## src/rtl/order_manager.sv

```systemverilog
// Order manager: turns single-cycle buy/sell decisions into one outstanding
// order with position-limit risk check, fill accounting and post-fill cooldown.
module order_manager #(
  parameter int DATA_WIDTH = 16,
  parameter int POS_LIMIT  = 8,
  parameter int COOLDOWN   = 4,
  parameter int CASH_WIDTH = 32
) (
  input  logic                         clk,
  input  logic                         rst,
  input  logic                         signal_valid,
  input  logic                         buy_signal,
  input  logic                         sell_signal,
  input  logic [DATA_WIDTH-1:0]        price_in,
  input  logic                         order_ready,
  output logic                         order_valid,
  output logic                         order_side,
  output logic [DATA_WIDTH-1:0]        order_price,
  output logic signed [7:0]            position,
  output logic signed [CASH_WIDTH-1:0] cash,
  output logic [15:0]                  reject_count,
  output logic [15:0]                  drop_count,
  output logic                         busy
);

  localparam logic [1:0] S_IDLE = 2'd0;
  localparam logic [1:0] S_HOLD = 2'd1;
  localparam logic [1:0] S_COOL = 2'd2;

  localparam logic signed [7:0] POS_MAX   = 8'(POS_LIMIT);
  localparam logic signed [7:0] POS_MIN   = -POS_MAX;
  localparam logic [7:0]        COOL_LOAD = (COOLDOWN == 0) ? 8'd0 : 8'(COOLDOWN - 1);

  logic [1:0]                   state_q, state_d;
  logic                         order_valid_q, order_valid_d;
  logic                         order_side_q, order_side_d;
  logic [DATA_WIDTH-1:0]        order_price_q, order_price_d;
  logic signed [7:0]            position_q, position_d;
  logic signed [CASH_WIDTH-1:0] cash_q, cash_d;
  logic [15:0]                  reject_q, reject_d;
  logic [15:0]                  drop_q, drop_d;
  logic [7:0]                   cool_q, cool_d;

  logic                         dec_any;
  logic                         dec_one;
  logic                         dec_both;
  logic                         risk_ok;
  logic [CASH_WIDTH-1:0]        price_ext;

  function automatic logic [15:0] sat_inc16(input logic [15:0] v);
    return (v == 16'hFFFF) ? v : v + 16'd1;
  endfunction

  assign dec_any   = signal_valid & (buy_signal | sell_signal);
  assign dec_one   = signal_valid & (buy_signal ^ sell_signal);
  assign dec_both  = signal_valid & buy_signal & sell_signal;
  assign risk_ok   = (buy_signal && (position_q < POS_MAX)) ||
                     (sell_signal && (position_q > POS_MIN));
  assign price_ext = CASH_WIDTH'(order_price_q);

  always_comb begin
    state_d       = state_q;
    order_valid_d = order_valid_q;
    order_side_d  = order_side_q;
    order_price_d = order_price_q;
    position_d    = position_q;
    cash_d        = cash_q;
    reject_d      = reject_q;
    drop_d        = drop_q;
    cool_d        = cool_q;

    case (state_q)
      S_IDLE: begin
        if (dec_both) begin
          reject_d = sat_inc16(reject_q);
        end else if (dec_one) begin
          if (risk_ok) begin
            order_valid_d = 1'b1;
            order_side_d  = buy_signal;
            order_price_d = price_in;
            state_d       = S_HOLD;
          end else begin
            reject_d = sat_inc16(reject_q);
          end
        end
      end

      S_HOLD: begin
        if (dec_any) drop_d = sat_inc16(drop_q);
        // Fill: accounting lands the cycle after the handshake
        if (order_valid_q && order_ready) begin
          order_valid_d = 1'b0;
          if (order_side_q) begin
            position_d = position_q + 8'sd1;
            cash_d     = cash_q - $signed(price_ext);
          end else begin
            position_d = position_q - 8'sd1;
            cash_d     = cash_q + $signed(price_ext);
          end
          if (COOLDOWN == 0) begin
            state_d = S_IDLE;
          end else begin
            state_d = S_COOL;
            cool_d  = COOL_LOAD;
          end
        end
      end

      S_COOL: begin
        if (dec_any) drop_d = sat_inc16(drop_q);
        if (cool_q == 8'd0) begin
          state_d = S_IDLE;
        end else begin
          cool_d = cool_q - 8'd1;
        end
      end

      default: state_d = S_IDLE;
    endcase
  end

  always_ff @(posedge clk) begin
    if (rst) begin
      state_q       <= S_IDLE;
      order_valid_q <= 1'b0;
      order_side_q  <= 1'b0;
      order_price_q <= '0;
      position_q    <= '0;
      cash_q        <= '0;
      reject_q      <= '0;
      drop_q        <= '0;
      cool_q        <= '0;
    end else begin
      state_q       <= state_d;
      order_valid_q <= order_valid_d;
      order_side_q  <= order_side_d;
      order_price_q <= order_price_d;
      position_q    <= position_d;
      cash_q        <= cash_d;
      reject_q      <= reject_d;
      drop_q        <= drop_d;
      cool_q        <= cool_d;
    end
  end

  assign order_valid  = order_valid_q;
  assign order_side   = order_side_q;
  assign order_price  = order_price_q;
  assign position     = position_q;
  assign cash         = cash_q;
  assign reject_count = reject_q;
  assign drop_count   = drop_q;
  assign busy         = (state_q != S_IDLE);

endmodule

```

## config.mk

```make
export PLATFORM = sky130hd
export DESIGN_NAME = order_manager
export DESIGN_NICKNAME = d
export VERILOG_FILES = /design/src/rtl/order_manager.sv
export SDC_FILE = /design/constraint.sdc
export NUM_CORES = 1
export LEC_CHECK = 0
export CORE_MARGIN = 5
export CORE_UTILIZATION = 30
export CTS_BUF_LIST = sky130_fd_sc_hd__clkbuf_16
export DETAILED_ROUTE_END_ITERATION = 16
export DONT_BUFFER_PORTS = 1
export GPL_TIMING_DRIVEN = 0
export PLACE_DENSITY_LB_ADDON = 0.08
export SLEW_MARGIN = 40
export SYNTH_ARGS = -nofsm -noshare
export SYNTH_HDL_FRONTEND = slang
export SYNTH_SLANG_ARGS = --single-unit
```

## constraint.sdc

```tcl
create_clock -name clk -period 8.2 [get_ports clk]
set_input_delay 1.64 -clock clk [delete_from_list [all_inputs] [get_ports clk]]
set_output_delay 1.64 -clock clk [all_outputs]
set_load 0.03 [all_outputs]
```

==> flow_results.xml <==
<?xml version="1.0" encoding="UTF-8"?>
<metrics>
  <group name="timing">
    <metric name="timing_hold_violations_final" unit="">0</metric>
    <metric name="setup_viol" unit="">0</metric>
    <metric name="timing_worst_slew_pin_value" unit="ps">722</metric>
    <metric name="final.hold.worst_slack" unit="ps">464</metric>
    <metric name="final_max_slew_viol_count" unit="">0</metric>
    <metric name="rsz0062_at_grt" unit="">no</metric>
    <metric name="timing.clock.skew" unit="ps">8.77</metric>
    <metric name="setup-tns-final" unit="ps">0</metric>
    <metric name="final_critical_path_setup_slack" unit="ps">3400</metric>
    <metric name="post-route-period-util" unit="%">58.6</metric>
    <metric name="final.min_clock_period" unit="ps">4800</metric>
    <metric name="slew-limit-headroom" unit="%">51.9</metric>
    <metric name="max_freq" unit="MHz">208</metric>
  </group>
  <group name="logic_synthesis">
    <metric name="synth_common_cells" unit="">100 x sky130_fd_sc_hd__dfxtp_1, 100 x sky130_fd_sc_hd__nand2_1, 93 x sky130_fd_sc_hd__nor2_1</metric>
    <metric name="syn_area_per_cell" unit="sq um">8.00</metric>
    <metric name="primary_flip_flop_cell_chosen_by_synthesis_mapping" unit="">sky130_fd_sc_hd__dfxtp_1</metric>
    <metric name="synth_cell_types" unit="">59</metric>
    <metric name="synth_largest_area_cell" unit="">sky130_fd_sc_hd__dfxtp_1</metric>
    <metric name="synthesis.yosys.warnings" unit="">0</metric>
    <metric name="fraction_of_synthesized_cell_area_taken_by_the_top_area_cell_type" unit="%">32.0</metric>
    <metric name="synth-async-reset-ratio" unit="%">0</metric>
    <metric name="ys_ff_latch" unit="">100</metric>
    <metric name="leading_cell_types_by_total_area_after_synthesis" unit="">sky130_fd_sc_hd__dfxtp_1 32%, sky130_fd_sc_hd__ha_1 9.6%, sky130_fd_sc_hd__xnor2_1 7.1%, sky130_fd_sc_hd__a21oi_1 6.0%, sky130_fd_sc_hd__nand2_1 6.0%</metric>
    <metric name="synthCells" unit="">782</metric>
    <metric name="synth_edf_count" unit="">0</metric>
    <metric name="synth.cell_area" unit="sq mm">0.00626</metric>
    <metric name="ys_seq_area_share" unit="%">32.0</metric>
    <metric name="syn-num-nets" unit="">854</metric>
  </group>
  <group name="placement">
    <metric name="place.gp.congestion" unit="">0.884</metric>
    <metric name="place_worst_setup_slack" unit="ps">3460</metric>
    <metric name="numPortBuffers" unit="">0</metric>
    <metric name="dp.final_hpwl" unit="um">14800</metric>
    <metric name="detailed_place.area" unit="sq mm">0.00659</metric>
  </group>
  <group name="critical_path">
    <metric name="worst-path-max-fanout" unit="">10</metric>
    <metric name="critical-path-max-stage-delay" unit="ps">600</metric>
    <metric name="criticalPathCategory" unit="">reg2reg</metric>
    <metric name="cp_common_cell" unit="">sky130_fd_sc_hd__o21ai_0</metric>
    <metric name="cp_data_required_time" unit="ps">8480</metric>
    <metric name="sort_of_element_at_the_start_of_the_critical_path" unit="">flip-flop</metric>
    <metric name="arrival_time_of_the_worst_setup_path" unit="ps">5080</metric>
    <metric name="critical_path.reg2reg.startpoint" unit="">order_side</metric>
    <metric name="timing.critical_path.slowest_stage_cell" unit="">sky130_fd_sc_hd__clkbuf_1</metric>
    <metric name="critical_path.startpoint" unit="">order_side</metric>
    <metric name="setup.worst_path.end_class" unit="">flip-flop</metric>
    <metric name="timing.critical_path.cells" unit="">clkbuf_1 &gt; buf_1 &gt; mux2i_1 &gt; fa_1 &gt; a211oi_1 &gt; o21bai_1 &gt; a221oi_2 &gt; o2111a_1 &gt; nor2_2 &gt; a31oi_1 &gt; o21ai_0 &gt; xnor2_1 &gt; o21ai_0</metric>
  </group>
  <group name="final_layout">
    <metric name="final_nets" unit="">865</metric>
    <metric name="design_area" unit="sq mm">0.00688</metric>
    <metric name="final_core_util" unit="%">33.8</metric>
    <metric name="final_layout_size_suffix_gt1_share" unit="%">4.76</metric>
    <metric name="insertedDiodeCount" unit="">0</metric>
    <metric name="area_delta_synth_final" unit="%">9.98</metric>
  </group>
  <group name="global_routing">
    <metric name="global_route.usage.total" unit="%">15.9</metric>
    <metric name="grt_start_max_net_pins" unit="">19</metric>
    <metric name="antenna_found_initial" unit="">0</metric>
    <metric name="globalRoute.totalOverflow" unit="">0</metric>
    <metric name="via_count_of_the_first_global_routing_pass" unit="">5284</metric>
    <metric name="grt_first_pass_wirelength" unit="um">30100</metric>
  </group>
  <group name="die">
    <metric name="dieWidth" unit="um">154</metric>
    <metric name="core_area" unit="sq mm">0.0204</metric>
    <metric name="die_y" unit="um">154</metric>
    <metric name="die-area" unit="sq mm">0.0238</metric>
    <metric name="initial_core_util" unit="%">30.7</metric>
    <metric name="design.portCount" unit="">113</metric>
    <metric name="fp-row-count" unit="">52</metric>
  </group>
  <group name="status">
    <metric name="run_status" unit="">finished, final reports clean</metric>
  </group>
  <group name="cts">
    <metric name="hold_buffers" unit="">0</metric>
    <metric name="tritoncts_num_sinks" unit="">100</metric>
    <metric name="cts_buffers" unit="">9</metric>
    <metric name="post-cts-setup-buffers" unit="">0</metric>
    <metric name="clk_transition_reported_paths" unit="ps">70</metric>
    <metric name="cts_htree_levels" unit="">3</metric>
    <metric name="tritoncts" unit="">built</metric>
    <metric name="cts.root.buffer_cell" unit="">sky130_fd_sc_hd__clkbuf_16</metric>
    <metric name="cts_repair_resize_count" unit="">0</metric>
    <metric name="cts_max_path_buffers" unit="">2</metric>
    <metric name="clock_insertion_delay_worst_skew" unit="ps">350</metric>
  </group>
  <group name="detailed_routing">
    <metric name="dr_total_vias" unit="">5517</metric>
    <metric name="dr.first_iter.drc_count" unit="">280</metric>
    <metric name="via_per_inst" unit="">5.17</metric>
    <metric name="postRouteWirelength" unit="um">19100</metric>
    <metric name="detail_route.first_pass.iterations" unit="">5</metric>
    <metric name="post_drt_wl_per_cell" unit="um">17.9</metric>
    <metric name="route.antenna.remaining_nets" unit="">0</metric>
    <metric name="drc_violation_count_after_routing" unit="">0</metric>
  </group>
  <group name="pwr">
    <metric name="p_clk_share" unit="%">21.9</metric>
    <metric name="sequentialPowerShare" unit="%">32.3</metric>
    <metric name="cellInternalPower" unit="mW">1.10</metric>
    <metric name="vdd.ir_drop.worst" unit="V">0.000102</metric>
    <metric name="comb_power_share" unit="%">45.8</metric>
    <metric name="p_switching" unit="mW">0.844</metric>
    <metric name="power.static_leakage" unit="nW">2.77</metric>
    <metric name="power_density" unit="mW/mm^2">282</metric>
    <metric name="switching_share_of_power" unit="%">43.5</metric>
  </group>
  <group name="hold_path">
    <metric name="worst_hold_start" unit="">cool_q[0]</metric>
    <metric name="worstHoldPathType" unit="">reg2reg</metric>
  </group>
  <group name="flow_run">
    <metric name="maxCapViolations" unit="">0</metric>
  </group>
</metrics>
layout make-up:
| class | count | area, sq um |
|---|---|---|
| inverters | 33 | 124 |
| clock inverters | 7 | 60.1 |
| fillers | 2141 | 13500 |
| flip-flops and latches | 100 | 2000 |
| multi-input cells | 621 | 4010 |
| clock buffers | 9 | 225 |
| plain buffers | 28 | 126 |
| well taps | 270 | 338 |
through the flow:
stage | cells | power (mW)
2_1_floorplan | 782 | 1.32
3_3_place_gp | 1052 | 1.51
3_5_place_dp | 1052 | 1.52
4_1_cts | 1068 | 1.96
5_1_grt | 1068 | 2.10
6_report | 1068 | 1.94
layout by cell type (no fill, tap or decap), drive strengths merged, types with 2 or more instances in the layout:
master,netlist,routed
o21a,5,5
and2,6,6
o211ai,3,3
inv,33,35
xor2,20,20
clkbuf,20,29
buf,8,8
nor2,94,94
a21boi,2,2
xnor2,51,51
clkinv,0,4
a221oi,4,4
a21o,20,20
a31oi,4,4
fa,2,2
nand3b,7,7
nor2b,2,2
mux2i,22,22
nor3b,2,2
nand2b,3,3
a311o,2,2
and3,6,6
a211oi,12,12
nor4,6,6
o21ai,32,32
nand3,19,19
dfxtp,100,100
and4,4,4
nor3,22,22
o21bai,8,8
nand4,10,10
or3,14,14
nand2,100,100
ha,48,48
a21oi,75,75
a311oi,3,3
state kept, by name (all words and copies together), names as in the netlist:
register      count
drop_count       16
order_side        1
cash             32
position          8
order_price      16
reject_count     16
state_q           2
order_valid       1
cool_q            8
power groups by stage:
| stage | Sequential (mW) | Combinational (mW) | Clock (mW) |
|---|---|---|---|
| after floorplan | 0.622 | 0.703 | 0 |
| after global placement | 0.639 | 0.874 | 0 |
| after detailed placement | 0.641 | 0.884 | 0 |
| after CTS | 0.630 | 0.889 | 0.445 |
| after global routing | 0.637 | 1.00 | 0.466 |
| final | 0.627 | 0.888 | 0.424 |
worst max-delay path: cells and delay by family, from the launching register on:
kind	cells	cell delay, ps
flip-flops	1	530
multiplexers	1	240
buffers and inverters	2	1110
XOR/XNOR	1	160
AND/OR/NAND/NOR	1	70
adder cells (fa/ha/maj)	1	500
AO/OA/AOI/OAI	7	2090
logic make-up (layout without fill, tap and decap cells):
kind of cell             Yosys count  count (layout)  share of synthesized area, %
AND/OR/NAND/NOR                  298             298                          21.7
buffers and inverters             61              77                          3.98
adder cells (fa/ha/maj)           50              50                          10.2
AO/OA/AOI/OAI                    179             179                          18.4
multiplexers                      23              23                          3.76
XOR/XNOR                          71              71                          9.94
flip-flops                       100             100                          32.0
worst paths after layout:
kind	end	slack, ps	depth (start not counted)
min	cool_q[0]	460	1
min reg2reg	cool_q[0]	460	1
max	cash[24]	3400	13
max reg2reg	cash[24]	3400	13
layer usage:
metal  part of all wire [%]  global-route usage (%)  wire [um]
met1                     45                    21.1       8500
met2                     45                    24.9       8520
met3                    8.8                    4.53       1670
met4                    2.0                    5.26        386
met5                      0                       0          0
Note: power is estimated with default switching activity, not from simulation.
